===== config.mk =====
export PLATFORM = sky130hd
export DESIGN_NAME = regdump_ctrl
export DESIGN_NICKNAME = d
export VERILOG_FILES = /design/src/rtl/regdump_pkg.sv /design/src/rtl/regdump_sat_counter.sv /design/src/rtl/regdump_ctrl.sv
export SDC_FILE = /design/constraint.sdc
export NUM_CORES = 1
export LEC_CHECK = 0
export CAP_MARGIN = 20
export CELL_PAD_IN_SITES_DETAIL_PLACEMENT = 0
export CELL_PAD_IN_SITES_GLOBAL_PLACEMENT = 1
export CORE_MARGIN = 4
export CORE_UTILIZATION = 38
export CTS_CLUSTER_DIAMETER = 150
export DETAILED_ROUTE_END_ITERATION = 12
export PLACE_DENSITY = 0.91
export SLEW_MARGIN = 40
export SYNTH_ARGS = -nofsm -noshare
export SYNTH_HDL_FRONTEND = slang
export SYNTH_SLANG_ARGS = --single-unit
export TNS_END_PERCENT = 30

===== constraint.sdc =====
create_clock -name clock -period 5.7 [get_ports clock]
set_clock_uncertainty 0.1 [all_clocks]
set_input_delay 1.425 -clock clock [delete_from_list [all_inputs] [get_ports clock]]
set_output_delay 1.425 -clock clock [all_outputs]
set_load 0.1 [all_outputs]

===== src/rtl/regdump_pkg.sv =====
// Shared definitions for the register-dump controller.
//   NUM_REGS_DEFAULT : default number of registers dumped per sequence
//   WCNT_W           : width of the saturating regfile write counter
//   state_t          : controller FSM state encoding
package regdump_pkg;

  localparam int NUM_REGS_DEFAULT = 32;
  localparam int WCNT_W           = 16;

  typedef enum logic [2:0] {
    S_IDLE   = 3'd0,
    S_RUN    = 3'd1,
    S_SETTLE = 3'd2,
    S_SEND   = 3'd3,
    S_DONE   = 3'd4
  } state_t;

endpackage


===== src/rtl/regdump_sat_counter.sv =====
// Saturating up-counter with synchronous clear.
// Ports:
//   clock  : rising-edge clock
//   reset  : asynchronous active-low reset, clears count
//   clear  : synchronous clear (takes priority over inc)
//   inc    : increment request; ignored once count is all ones
//   count  : current count value
module sat_counter #(
  parameter int W = 16
) (
  input  logic         clock,
  input  logic         reset,
  input  logic         clear,
  input  logic         inc,
  output logic [W-1:0] count
);

  always_ff @(posedge clock or negedge reset) begin
    if (!reset) begin
      count <= '0;
    end else if (clear) begin
      count <= '0;
    end else if (inc && (count != {W{1'b1}})) begin
      count <= count + W'(1);
    end
  end

endmodule


===== src/rtl/regdump_ctrl.sv =====
// Run-then-dump controller: lets the processor run for a requested number
// of cycles, then walks regfile read port A over every register and streams
// each value out on a valid/ready interface.
//
// state  | meaning
// -------+------------------------------------------------------------
// IDLE   | waiting for start after reset
// RUN    | run_en high, counting processor cycles and regfile writes
// SETTLE | test_reg driven onto read port A, data settling for 1 cycle
// SEND   | beat presented on dump_*, held until dump_ready
// DONE   | all registers sent; counters held; start rearms
//
// Ports:
//   clock, reset            : clock and async active-low reset
//   start, num_cycles       : run request and run length (sampled in IDLE/DONE)
//   run_en, cycle_count     : processor run permission and elapsed cycles
//   wr_en, wr_reg           : observed regfile write port
//   write_count             : saturating count of non-r0 writes during RUN
//   test_mode, test_reg     : read port A override and index
//   reg_data                : read port A data
//   dump_valid/ready/reg/data : dump beat stream
//   done                    : dump complete
module regdump_ctrl
  import regdump_pkg::*;
#(
  parameter int NUM_REGS = NUM_REGS_DEFAULT,
  parameter int CYCW     = 8
) (
  input  logic              clock,
  input  logic              reset,
  input  logic              start,
  input  logic [CYCW-1:0]   num_cycles,
  output logic              run_en,
  output logic [CYCW-1:0]   cycle_count,
  input  logic              wr_en,
  input  logic [4:0]        wr_reg,
  output logic [WCNT_W-1:0] write_count,
  output logic              test_mode,
  output logic [4:0]        test_reg,
  input  logic [31:0]       reg_data,
  output logic              dump_valid,
  input  logic              dump_ready,
  output logic [4:0]        dump_reg,
  output logic [31:0]       dump_data,
  output logic              done
);

  localparam logic [4:0] LAST_IDX = 5'(NUM_REGS - 1);

  state_t          state;
  state_t          state_nxt;
  logic [CYCW-1:0] cyc_target;
  logic [CYCW-1:0] cyc_inc;
  logic [4:0]      idx;
  logic            accept;
  logic            capture;
  logic            advance;
  logic            wr_hit;

  assign cyc_inc  = cycle_count + CYCW'(1);
  assign test_reg = idx;
  assign wr_hit   = (state == S_RUN) && wr_en && (wr_reg != 5'd0);

  always_ff @(posedge clock or negedge reset) begin
    if (!reset) begin
      state <= S_IDLE;
    end else begin
      state <= state_nxt;
    end
  end

  always_comb begin
    state_nxt  = state;
    accept     = 1'b0;
    capture    = 1'b0;
    advance    = 1'b0;
    run_en     = 1'b0;
    test_mode  = 1'b0;
    dump_valid = 1'b0;
    done       = 1'b0;
    case (state)
      S_IDLE: begin
        if (start) begin
          accept    = 1'b1;
          state_nxt = (num_cycles != '0) ? S_RUN : S_SETTLE;
        end
      end
      S_RUN: begin
        run_en = 1'b1;
        // Leave on the edge where the count lands on the target so run_en
        // is high for exactly the requested number of cycles.
        if (cyc_inc == cyc_target) begin
          state_nxt = S_SETTLE;
        end
      end
      S_SETTLE: begin
        test_mode = 1'b1;
        capture   = 1'b1;
        state_nxt = S_SEND;
      end
      S_SEND: begin
        test_mode  = 1'b1;
        dump_valid = 1'b1;
        if (dump_ready) begin
          if (idx == LAST_IDX) begin
            state_nxt = S_DONE;
          end else begin
            advance   = 1'b1;
            state_nxt = S_SETTLE;
          end
        end
      end
      S_DONE: begin
        test_mode = 1'b1;
        done      = 1'b1;
        if (start) begin
          accept    = 1'b1;
          state_nxt = (num_cycles != '0) ? S_RUN : S_SETTLE;
        end
      end
      default: begin
        state_nxt = S_IDLE;
      end
    endcase
  end

  always_ff @(posedge clock or negedge reset) begin
    if (!reset) begin
      cyc_target  <= '0;
      cycle_count <= '0;
      idx         <= '0;
      dump_reg    <= '0;
      dump_data   <= '0;
    end else begin
      if (accept) begin
        cyc_target  <= num_cycles;
        cycle_count <= '0;
        idx         <= '0;
      end
      if (state == S_RUN) begin
        cycle_count <= cyc_inc;
      end
      if (capture) begin
        dump_data <= reg_data;
        dump_reg  <= idx;
      end
      if (advance) begin
        idx <= idx + 5'd1;
      end
    end
  end

  sat_counter #(
    .W (WCNT_W)
  ) u_write_cnt (
    .clock (clock),
    .reset (reset),
    .clear (accept),
    .inc   (wr_hit),
    .count (write_count)
  );

endmodule


Word-level counts from Yosys, hierarchy flattened
Cells that the tools add are included.
{ "word_totals": {"register_bits": 77, "latchBits": 0, "ram_bits": 0, "rom_bits": 0, "output_inout_bits": 70, "elab_cells": 54, "n_memories": 0} }
{ "classes": {"n_addsub": 3, "n_mul": 0, "div": 0, "n_lt_le_gt_ge": 0, "eq_ne": 10, "shifts": 0, "mux": 22, "bitwise_logic": 0, "n_reduce_logical": 12} }
{ "ops": {"columns": ["op", "n"], "rows": [
  ["$mux 16", 2],
  ["$add 16x1->16 const B", 1],
  ["$mux 8", 2],
  ["$ne 16x16->1 const B", 1],
  ["$mux 3", 4],
  ["$pmux 3 s4", 1],
  ["$mux 1", 10],
  ["$mux 5", 2],
  ["$add 8x1->8 const B", 1],
  ["$eq 8x8->1", 1],
  ["$reduce_bool 8->1", 1],
  ["$eq 3x2->1 const B", 2],
  ["$reduce_bool 2->1", 3],
  ["$add 5x1->5 const B", 1],
  ["$eq 5x5->1 const B", 1],
  ["$reduce_bool 5->1", 1],
  ["$ne 2x1->1 const B", 2],
  ["$eq 3x1->1 const B", 1],
  ["$eq 3x3->1 const B", 1],
  ["$logic_and 1x1->1", 3],
  ["$logic_not 3->1", 1],
  ["$reduce_and 3->1", 1],
  ["$reduce_or 3->1", 1],
  ["$mux 2", 1],
  ["other kinds (2)", 2]
]} }

Depth between registers and ports, before layout
{ "depth": {"ltp_word": 6, "mapped_depth": 8} }

Modules after synthesis
Synthesis repeated with hierarchy kept, for this count alone.
{ "hier_totals": {"cells_unflattened": 326, "area_unflattened_um2": 3684.8} }
{ "modules_own_cells": {"columns": ["module", "instances", "cells_each", "area_each_um2"], "rows": [
  ["regdump_ctrl", 1, 228, 2742.6],
  ["sat_counter", 1, 98, 942.2]
]} }

Least setup slack after synthesis
Ideal clock, no wire load.
{ "synth_timing": {"path_kind": "reg2out", "start": "register state[0]", "end": "output test_mode", "arrival_ns": 1.951, "slack_ns": 2.224, "stages_incl_launch_ff": 4, "cell_sequence": "dfrtp_1 nor2_1 and2_1 or2_2"} }
{ "synth_via": {"elab_chain_len": 3, "word_cells_on_any_way": 5, "classes_between": "eq/ne (3); mux (1); reduce/logical (1)"} }
{ "synth_lines": {"columns": ["item", "line_no", "text"], "rows": [
  ["start, declared", "regdump_ctrl.sv:50", "state_t state;"],
  ["start signal, assigned", "regdump_ctrl.sv:68", "state <= state_nxt;"],
  ["$eq 3x3->1 or $eq 3x2->1 (tied branches)", "regdump_ctrl.sv:81", "case (state)"],
  ["$reduce_or 3->1 (no line) *", null, null],
  ["$mux 1 *", "regdump_ctrl.sv:81", null],
  ["end, declared", "regdump_ctrl.sv:38", "output logic test_mode,"]
]} }
Mark *: on every way between the ends. The rest lies on a longest branch, timed or not.

Worst setup path after layout
{ "layout_timing": {"start": "register state[0]", "end": "output run_en"} }
{ "layout_via": {"elab_chain_len": 2} }
{ "layout_lines": {"columns": ["item", "line_no", "text"], "rows": [
  ["$eq 3x1->1", "regdump_ctrl.sv:81", null],
  ["$mux 1", "regdump_ctrl.sv:81", null],
  ["end, declared", "regdump_ctrl.sv:33", "output logic run_en,"]
]} }
No other way between the ends.

==> flow_metrics.env <==
export IMPL_dieArea_mm2=0.0110
export IMPL_rsz0062_at_grt="no"
export IMPL_grt_pass1_vias=2791
export IMPL_vias=2868
export IMPL_insertion_delay_ps=340
export IMPL_ios=120
export IMPL_synthTopCellsByCount="77 x dfrtp_1, 51 x nand2_1, 37 x mux2_2"
export IMPL_grt_start_max_net_pins=78
export IMPL_antenna_found_initial=0
export IMPL_grt_ovfl_total=0
export IMPL_worst_slew_pin_slew_ps=724
export IMPL_yosysMostFrequentCell="dfrtp_1"
export IMPL_place_hpwl_um=6040
export IMPL_async_flop_share=1.00
export IMPL_synth_net_count=375
export IMPL_fin_nets=495
export IMPL_hold_depth=1
export IMPL_finalMaxSlewViolations=0
export IMPL_fp_dieH_um=105
export IMPL_placed_cell_area_mm2=0.00451
export IMPL_end_kind="primary output"
export IMPL_fin_area_mm2=0.00471
export IMPL_grt_pass1_wl_um=13800
export IMPL_synth_adder_area_share=0.0140
export IMPL_synth_top_family_by_area="simple AND/OR/NAND/NOR gates"
export IMPL_viasPerCell=5.15
export IMPL_cts_tree="done"
export IMPL_regMostFlops="dump_data"
export IMPL_synth_seq_cells=77
export IMPL_drv_cap=0
export IMPL_die_x_um=105
export IMPL_cts_sinks=77
export IMPL_antenna_cells=0
export IMPL_synth_xor_area_share=0.0391
export IMPL_largest_register_ffs=32
export IMPL_ff2ff_path_depth=7
export IMPL_syn_avg_cell_area_um2=11.2
export IMPL_drc=0
export IMPL_post_cts_buffers=0
export IMPL_cts_htree_levels=3
export IMPL_cts_root_buf="clkbuf_8"
export IMPL_rows=35
export IMPL_hold_class="reg -> reg"
export IMPL_ys_seq_area_frac=0.538
export IMPL_grt_total_usage=0.153
export IMPL_synth_ff_type="dfrtp_1"
export IMPL_clkTransAtPathRegs_ps=80
export IMPL_core_area_mm2=0.00920
export IMPL_required_ps=4180
export IMPL_start_kind="flip-flop"
export IMPL_synth_cell_types=47
export IMPL_cts_inserted_buffers=9
export IMPL_synthMuxAreaShare=0.139
export IMPL_ctsResizeCount=0
export IMPL_fin_crit_sh=0.620
export IMPL_synth_area_leaders="dfrtp_1 54%, mux2_2 12%, nand2_1 5.3%, xnor2_1 3.4%, mux2i_1 2.2%"
export IMPL_period_minus_slack_ps=3540
export IMPL_synth_top_area_frac=0.538
export IMPL_synth_simple_area_share=0.159
export IMPL_routed_wirelength_um=8310
export IMPL_start_util=0.389
export IMPL_netlist_area_mm2=0.00358
export IMPL_first_pass_iters=4
export IMPL_cts_buffer_depth=2
export IMPL_cp_max_fo=11
export IMPL_status="finished clean"
export IMPL_fmax_ghz=0.283
export IMPL_fill_cells=828
export IMPL_io_buffers=119
export IMPL_crit_type="reg -> out"
export IMPL_tns_ps=0
export IMPL_arrival_ps=2010
export IMPL_synthToLayoutAreaGrowth_pct=31.7
export IMPL_synth_area_leader_cell="dfrtp_1"
export IMPL_drt_iter0_drc=183
export IMPL_yosysWarnings=0
export IMPL_synthCells=321
export IMPL_place_congestion=0.833
export IMPL_synth_compound_area_share=0.0891
export IMPL_holdWs_ps=402
export IMPL_fin_util=0.513
export IMPL_setup_violations=0
export IMPL_hold_violations=0
export IMPL_max_slew_margin=0.516
export IMPL_largestRegisters="dump_data (32), u_write_cnt.count (16)"
export IMPL_wl_per_cell_um=14.9
export IMPL_drive_gt1_frac=0.294
export IMPL_synth_edf_count=0
export IMPL_hold_buffers=0
export IMPL_antenna_left=0
[stage by stage]
step | instances | worst slack (ps)
CTS | 557 | 2150
finish | 557 | 2160
floorplan | 321 | 2220
global route | 557 | 2070
global placement | 541 | 1870
detailed placement | 541 | 2290
[kinds of logic (layout without fill, tap and decap cells)]
group | count (synthesis) | in the layout
flops | 77 | 77
mux | 45 | 45
xor+xnor | 16 | 16
fa+ha+maj | 4 | 4
buf+inv | 16 | 141
simple gates | 119 | 119
compound gates | 44 | 44
[metal layers]
| metal | global-route usage | wire [um] | up-vias |
|---|---|---|---|
| li1 | - | - | 1378 |
| met4 | 0.0544 | 104 | 0 |
| met3 | 0.0457 | 626 | 11 |
| met2 | 0.240 | 3750 | 111 |
| met5 | 0 | 0 | - |
| met1 | 0.202 | 3830 | 1368 |
[worst max-delay path, stage by stage, from the launching register on]
cell      delay (ps)
dfrtp_1          440
inv_2             60
or3_1            560
clkinv_4         170
buf_2            440
[cells in the final DEF, fill, tap and decap left out, types with 2 or more instances in the layout]
cell type         n
and2_1            7
and3_1            8
a31oi_1           3
clkinvlp_4        4
xnor2_1          14
nand3_1          13
nand2b_1          3
a41o_1            2
a22o_1            2
mux2i_1           8
ha_1              4
xor2_1            2
clkbuf_8         10
inv_1             3
a21oi_1           5
buf_2            70
a211oi_1          2
nand4_1           5
or4_1             3
o21ai_0          14
clkdlybuf4s50_1  48
o31ai_1           4
mux2_2           37
nor2b_1           2
nor2_1           15
a21o_1            2
o211ai_1          2
nand2_1          51
dfrtp_1          77
nor3_1            5
[final cells by class]
| cell class | instances | area (um^2) | share of cell area |
|---|---|---|---|
| multi-input combinational | 228 | 1570 | 0.334 |
| inverter | 5 | 23.8 | 0.00504 |
| clock inverter | 5 | 60.1 | 0.0127 |
| timing repair buffer | 120 | 850 | 0.180 |
| sequential | 77 | 1930 | 0.409 |
| clock buffer | 11 | 141 | 0.0300 |
| tap | 111 | 139 | 0.0295 |
[path summary, 6_finish.rpt]
check                         startpoint              endpoint  slack, ps
min reg2reg                dump_data[14]         dump_data[14]        400
min                        dump_data[14]         dump_data[14]        400
max reg2reg                     state[0]  u_write_cnt.count[9]       3410
max in group asynchronous          reset         dump_data[10]       4010
max                             state[0]                run_en       2160
min in group asynchronous          reset  u_write_cnt.count[6]        990
Power is left out: the tool's default activity adds up to more than one toggle a clock period on the data nets, which glitch-free logic cannot reach.
